$ cat config.mk
export PLATFORM = sky130hd
export DESIGN_NAME = dfp_sig_mul_seq_flat
export DESIGN_NICKNAME = d
export VERILOG_FILES = /design/src/rtl/dfp_sig_mul_seq_pkg.sv /design/src/rtl/dfp_sig_mul_seq_if.sv /design/src/rtl/dfp_sig_mul_seq_bcd_add_n.sv /design/src/rtl/dfp_sig_mul_seq.sv /design/src/flat_wrapper.sv
export SDC_FILE = /design/constraint.sdc
export NUM_CORES = 2
export LEC_CHECK = 0
export BUFFER_PORTS_ARGS = -buffer_cell sky130_fd_sc_hd__buf_2
export CAP_MARGIN = 40
export CORE_ASPECT_RATIO = 0.9
export CORE_MARGIN = 1
export CORE_UTILIZATION = 28
export DETAILED_ROUTE_END_ITERATION = 10
export GPL_TIMING_DRIVEN = 0
export PLACE_DENSITY = 0.51
export SLEW_MARGIN = 20
export SYNTH_ARGS = -nofsm -noshare
export SYNTH_HDL_FRONTEND = slang
export SYNTH_HIERARCHICAL = 1
export SYNTH_SLANG_ARGS = --single-unit
$ cat constraint.sdc
create_clock -name clk -period 81.7 [get_ports clk]
set_clock_uncertainty 0.2 [all_clocks]
set_input_delay 4.085 -clock clk [delete_from_list [all_inputs] [get_ports clk]]
set_output_delay 4.085 -clock clk [all_outputs]
set_load 0.01 [all_outputs]
$ cat src/rtl/dfp_sig_mul_seq_pkg.sv
// Shared DFP definitions: significand digit counts, BCD digit type and the
// sequencer state encoding for the significand multiplier.
package dfp_sig_mul_seq_pkg;

    localparam int DFP128_DIGITS = 34;
    localparam int DFP64_DIGITS  = 16;
    localparam int DFP32_DIGITS  = 7;

    typedef logic [3:0] bcd_digit_t;

    typedef enum logic [1:0] {
        ST_IDLE = 2'd0,
        ST_MUL  = 2'd1,
        ST_DONE = 2'd2
    } state_e;

    function automatic logic digit_valid(input bcd_digit_t d);
        return d <= 4'd9;
    endfunction

endpackage

$ cat src/rtl/dfp_sig_mul_seq_if.sv
// Operand/result bundle of the BCD significand multiplier.
interface dfp_sig_mul_seq_if #(
    parameter int N = 34
) ();
    logic             ce;
    logic             ld;
    logic [4*N-1:0]   a;
    logic [4*N-1:0]   b;
    logic [8*N-1:0]   p;
    logic             done;
    logic             inv;

    modport master (output ce, ld, a, b, input  p, done, inv);
    modport slave  (input  ce, ld, a, b, output p, done, inv);
endinterface

$ cat src/rtl/dfp_sig_mul_seq_bcd_add_n.sv
// Ripple-carry D-digit packed-BCD adder with decimal carry-in and carry-out.
module bcd_add_n #(
    parameter int D = 35
) (
    input  logic [4*D-1:0] x_i,
    input  logic [4*D-1:0] y_i,
    input  logic           c_i,
    output logic [4*D-1:0] s_o,
    output logic           c_o
);
    logic [D:0] carry;

    assign carry[0] = c_i;

    for (genvar gi = 0; gi < D; gi++) begin : g_dig
        logic [4:0] raw;
        assign raw = {1'b0, x_i[4*gi +: 4]} + {1'b0, y_i[4*gi +: 4]} + {4'd0, carry[gi]};
        // Binary sums 10..19 are folded back into a decimal digit by adding 6.
        assign carry[gi+1]     = raw > 5'd9;
        assign s_o[4*gi +: 4]  = carry[gi+1] ? raw[3:0] + 4'd6 : raw[3:0];
    end

    assign c_o = carry[D];
endmodule

$ cat src/rtl/dfp_sig_mul_seq.sv
// Multi-cycle N-digit BCD significand multiplier: repeated-add per multiplier
// digit with a one-digit right shift between digits, optional early finish.
module dfp_sig_mul_seq
    import dfp_sig_mul_seq_pkg::*;
#(
    parameter int N     = DFP128_DIGITS,
    parameter bit EARLY = 1'b1
) (
    input  logic                clk,
    input  logic                rst,
    dfp_sig_mul_seq_if.slave    bus_if
);
    localparam int             AW      = 4*(2*N+1);
    localparam int             CW      = $clog2(N+1);
    localparam logic [CW-1:0]  N_C     = CW'(N);
    localparam logic [CW-1:0]  CNT_ONE = CW'(1);

    state_e            state_q, state_d;
    logic [AW-1:0]     acc_q, acc_d;
    logic [4*N-1:0]    a_q, a_d, b_q, b_d;
    logic [CW-1:0]     cnt_q, cnt_d;
    logic [3:0]        dig_q, dig_d;
    logic [8*N-1:0]    p_q, p_d;
    logic              done_q, done_d;
    logic              inv_q, inv_d;

    logic [2*N-1:0]    nib_bad;
    logic [N-1:0]      b_nz;
    logic [CW-1:0]     cnt_inc;
    logic              hi_zero;
    logic [CW+1:0]     early_shamt;
    logic [AW-1:0]     acc_shr1, acc_early;
    logic [4*N-1:0]    b_shr;
    logic [4*(N+1)-1:0] add_sum;
    logic              add_co;

    for (genvar gi = 0; gi < N; gi++) begin : g_nib
        assign nib_bad[gi]   = !digit_valid(bus_if.a[4*gi +: 4]);
        assign nib_bad[N+gi] = !digit_valid(bus_if.b[4*gi +: 4]);
        assign b_nz[gi]      = |b_q[4*gi +: 4];
    end

    assign cnt_inc     = cnt_q + CNT_ONE;
    assign hi_zero     = (b_nz >> cnt_inc) == '0;
    assign early_shamt = {N_C - cnt_q, 2'b00};
    assign acc_shr1    = acc_q >> 4;
    assign acc_early   = acc_q >> early_shamt;
    assign b_shr       = b_q >> {cnt_inc, 2'b00};

    // The multiplicand is always added at digit N; the shifts align later digits.
    bcd_add_n #(.D(N+1)) u_add (
        .x_i (acc_q[AW-1 -: 4*(N+1)]),
        .y_i ({4'd0, a_q}),
        .c_i (1'b0),
        .s_o (add_sum),
        .c_o (add_co)
    );

    always_comb begin
        state_d = state_q;
        acc_d   = acc_q;
        a_d     = a_q;
        b_d     = b_q;
        cnt_d   = cnt_q;
        dig_d   = dig_q;
        p_d     = p_q;
        done_d  = done_q;
        inv_d   = inv_q;

        case (state_q)
            ST_MUL: begin
                if (dig_q != 4'd0) begin
                    acc_d = {add_sum, acc_q[4*N-1:0]};
                    dig_d = dig_q - 4'd1;
                end else if (EARLY && hi_zero) begin
                    acc_d   = acc_early;
                    p_d     = acc_early[8*N-1:0];
                    done_d  = 1'b1;
                    state_d = ST_DONE;
                end else begin
                    acc_d = acc_shr1;
                    cnt_d = cnt_inc;
                    dig_d = b_shr[3:0];
                    if (cnt_inc == N_C) begin
                        p_d     = acc_shr1[8*N-1:0];
                        done_d  = 1'b1;
                        state_d = ST_DONE;
                    end
                end
            end
            default: ;
        endcase

        // A load restarts from scratch regardless of what the sequencer was doing.
        if (bus_if.ld) begin
            a_d    = bus_if.a;
            b_d    = bus_if.b;
            acc_d  = '0;
            cnt_d  = '0;
            dig_d  = bus_if.b[3:0];
            p_d    = '0;
            inv_d  = |nib_bad;
            done_d = |nib_bad;
            state_d = (|nib_bad) ? ST_DONE : ST_MUL;
        end
    end

    always_ff @(posedge clk) begin
        if (rst) begin
            state_q <= ST_IDLE;
            acc_q   <= '0;
            a_q     <= '0;
            b_q     <= '0;
            cnt_q   <= '0;
            dig_q   <= '0;
            p_q     <= '0;
            done_q  <= 1'b0;
            inv_q   <= 1'b0;
        end else if (bus_if.ce) begin
            state_q <= state_d;
            acc_q   <= acc_d;
            a_q     <= a_d;
            b_q     <= b_d;
            cnt_q   <= cnt_d;
            dig_q   <= dig_d;
            p_q     <= p_d;
            done_q  <= done_d;
            inv_q   <= inv_d;
        end
    end

    always_ff @(posedge clk) begin
        if (!rst && bus_if.ce && state_q == ST_MUL && dig_q != 4'd0)
            assert (!add_co);
        if (!rst && state_q == ST_DONE)
            assert (acc_q[AW-1 -: 4] == 4'd0);
    end

    assign bus_if.p    = p_q;
    assign bus_if.done = done_q;
    assign bus_if.inv  = inv_q;
endmodule

$ cat src/flat_wrapper.sv
// flat-port wrapper written by rule: the top's interface ports become plain ports
module dfp_sig_mul_seq_flat import dfp_sig_mul_seq_pkg::*;
#(
    parameter int N     = DFP128_DIGITS,
    parameter bit EARLY = 1'b1
)
  (clk, rst, bus_if_ce, bus_if_ld, bus_if_a, bus_if_b, bus_if_p, bus_if_done, bus_if_inv);
  dfp_sig_mul_seq_if #(.N(N)) bus_if_i ();
  input  logic clk;
  input  logic rst;
  input wire logic [$bits(bus_if_i.ce)-1:0] bus_if_ce;
  input wire logic [$bits(bus_if_i.ld)-1:0] bus_if_ld;
  input wire logic [$bits(bus_if_i.a)-1:0] bus_if_a;
  input wire logic [$bits(bus_if_i.b)-1:0] bus_if_b;
  output wire logic [$bits(bus_if_i.p)-1:0] bus_if_p;
  output wire logic [$bits(bus_if_i.done)-1:0] bus_if_done;
  output wire logic [$bits(bus_if_i.inv)-1:0] bus_if_inv;
  assign bus_if_i.ce = bus_if_ce;
  assign bus_if_i.ld = bus_if_ld;
  assign bus_if_i.a = bus_if_a;
  assign bus_if_i.b = bus_if_b;
  assign bus_if_p = bus_if_i.p;
  assign bus_if_done = bus_if_i.done;
  assign bus_if_inv = bus_if_i.inv;
  dfp_sig_mul_seq #(.N(N), .EARLY(EARLY)) u_core (.clk(clk), .rst(rst), .bus_if(bus_if_i));
endmodule
==> flow_summary_export.csv <==
group,metric,value,unit
die,start_util,0.283,
cells_and_area,nets,8506,
power_and_ir_drop,p_leak,27.6,nW
power_and_ir_drop,peakVddDrop,16.4,µV
synth,synthCells,7119,
timing,fmax,15.9,MHz
worst_setup_path,path_common_cell,"fa_1",
cells_and_area,n_fill_cell,21911,
timing,fin_crit_sh,0.772,
die,die_area,0.210,mm²
timing,finalSetupViolCount,0,
die,ios,550,
clocking,postCtsSetupRepairBufs,0,
worst_setup_path,cp-start-kind,"register",
clocking,hold_buffers,0,
placement,dp_hpwl,339,mm
synth,yosys_warnings,6,
clocking,clk_latency,0.78,ns
min_path,hp-class,"reg2reg",
worst_setup_path,critPathSlowestCell,"fa_1",
worst_setup_path,critPathRequiredTime,82.15,ns
worst_setup_path,crit_arrival,63.54,ns
power_and_ir_drop,pwr-share-seq,0.405,
grt,grt_max_degree,14,
timing,tightest_slew,1.18,ns
timing,final_hold_viol_count,0,
drt,dr.pass1.iters,8,
clocking,cts_buffers,96,
clocking,cts_max_path_buffers,3,
drt,num_vias,64693,
drt,ant_nets,0,
die,chipHeight,435,µm
drt,drt-total-wl,398,mm
grt,grt_pass1_wl,527,mm
grt,grt_pass1_vias,59766,
power_and_ir_drop,intPower,0.000736,W
grt,antenna_found_initial,47,
run,drv_cap,0,
synth,synth_area,0.0584,mm²
clocking,cts_resized,0,
grt,overflow,0,
placement,io_buffers,547,
timing,rsz0062_at_grt,"no",
clocking,cts_tree,"yes",
power_and_ir_drop,switching_power,0.000320,W
die,die_w,483,µm
grt,grtUsageTotal,0.364,
clocking,clock-sinks,833,
die,core,0.207,mm²
timing,relSlewSlack,0.212,
status,outcome,"completed",
worst_setup_path,critical_path_class,"reg2reg",
drt,viasPerCell,5.99,
clocking,cts_root_buffer,"clkbuf_16",
cells_and_area,fin_util,0.338,
drt,wl_per_cell,36.9,µm
clocking,clk_pin_slew,0.07,ns
worst_setup_path,crit_fanout,7,
power_and_ir_drop,swShare,0.303,
die,fp-row-count,158,
worst_setup_path,crit_path_end_kind,"register",
worst_setup_path,cp_slowest_stage_delay,0.50,ns
cells_and_area,syn2layout_area_growth,19.5,%
timing,finalMaxSlewViolations,0,
worst_setup_path,cp_num_buf_inv,61,
timing,fin_crit,63.09,ns
drt,drc_errors,0,
placement,place_congestion,1.09,
power_and_ir_drop,clkPwrFrac,0.429,
drt,drtIter0Drc,8600,
cells_and_area,drive_gt1_frac,0.175,
synth,avgSynthCellArea,8.20,µm²
timing,fin_setup_tns,0,ns
power_and_ir_drop,power_density,15.1,mW/mm²
clocking,cts_htree_levels,3,
power_and_ir_drop,p_comb_frac,0.166,
worst_setup_path,crit_family,"adder cells",
power by group through the flow:
| stage | combinational, W | clock (W) | sequential [W] |
|---|---|---|---|
| after floorplan | 0.0000955 | 0 | 0.000431 |
| after global placement | 0.000162 | 0 | 0.000435 |
| after detailed placement | 0.000169 | 0 | 0.000436 |
| after CTS | 0.000169 | 0.000463 | 0.000427 |
| after global routing | 0.000183 | 0.000478 | 0.000428 |
| final | 0.000175 | 0.000454 | 0.000427 |
placed cells by master, fill, tap and decap left out, types with 71 or more instances in the layout:
master	n
clkbuf_16	98
xnor2_1	71
o2bb2ai_1	213
buf_2	726
o22ai_1	95
mux4_2	229
dfxtp_1	833
nor2_1	495
a21boi_0	72
mux2i_1	506
a211oi_1	157
o21ai_1	227
nand2_1	1169
clkbuf_1	408
nor3_1	99
ha_1	177
o21ai_0	284
buf_4	127
a21oi_1	746
inv_1	204
a22oi_1	87
metal layers:
layer	vias up	global-route usage	share of wire
met3	797	0.0957	0.097
met5	-	0	0.00062
met2	3901	0.537	0.42
li1	27766	-	-
met4	38	0.197	0.063
met1	32191	0.481	0.42
metrics by stage:
stage               setup WS, ns  area (µm²)  cells  total power (W)  hold slack [ns]
finish                     18.61       69800  10797          0.00106            0.254
global route               14.92       69700  10783          0.00109            0.267
CTS                        19.08       69600  10768          0.00106            0.256
detailed placement         19.30       66300  10591         0.000604            0.241
global placement           20.51       64500  10391         0.000598            0.238
floorplan                  24.18       58400   7124         0.000526            0.226
flip-flops by register name, summed over array words and instances, names as in the netlist:
name and cells:
u_core/state_q 2, u_core/cnt_q 6, u_core/b_q 136, u_core/bus_if.inv 1
u_core/a_q 136, u_core/bus_if.p 272, u_core/acc_q 276, u_core/dig_q 4
cell type report:
| class | count | area [µm²] | area share |
|---|---|---|---|
| sequential | 833 | 16700 | 0.239 |
| multi-input combinational | 5485 | 38500 | 0.552 |
| timing repair buffer | 761 | 4510 | 0.0646 |
| clock buffer | 134 | 2770 | 0.0397 |
| inverter | 206 | 773 | 0.0111 |
| antenna | 15 | 37.5 | 0.000538 |
| clock inverter | 43 | 514 | 0.00737 |
| tap | 2720 | 3400 | 0.0488 |
| buffer | 600 | 2610 | 0.0374 |
path summary, 6_finish.rpt:
path / from / end / slack (ns) / cells past startpoint
setup / recovery: u_core/acc_q[136] / u_core/acc_q[275] / 18.61 / 274
hold / removal: u_core/bus_if.p[90] / u_core/bus_if.p[90] / 0.25 / 1
hold reg to reg: u_core/bus_if.p[90] / u_core/bus_if.p[90] / 0.25 / 1
setup reg to reg: u_core/acc_q[136] / u_core/acc_q[275] / 18.61 / 274
No activity file was read; power rests on OpenSTA's default activity.
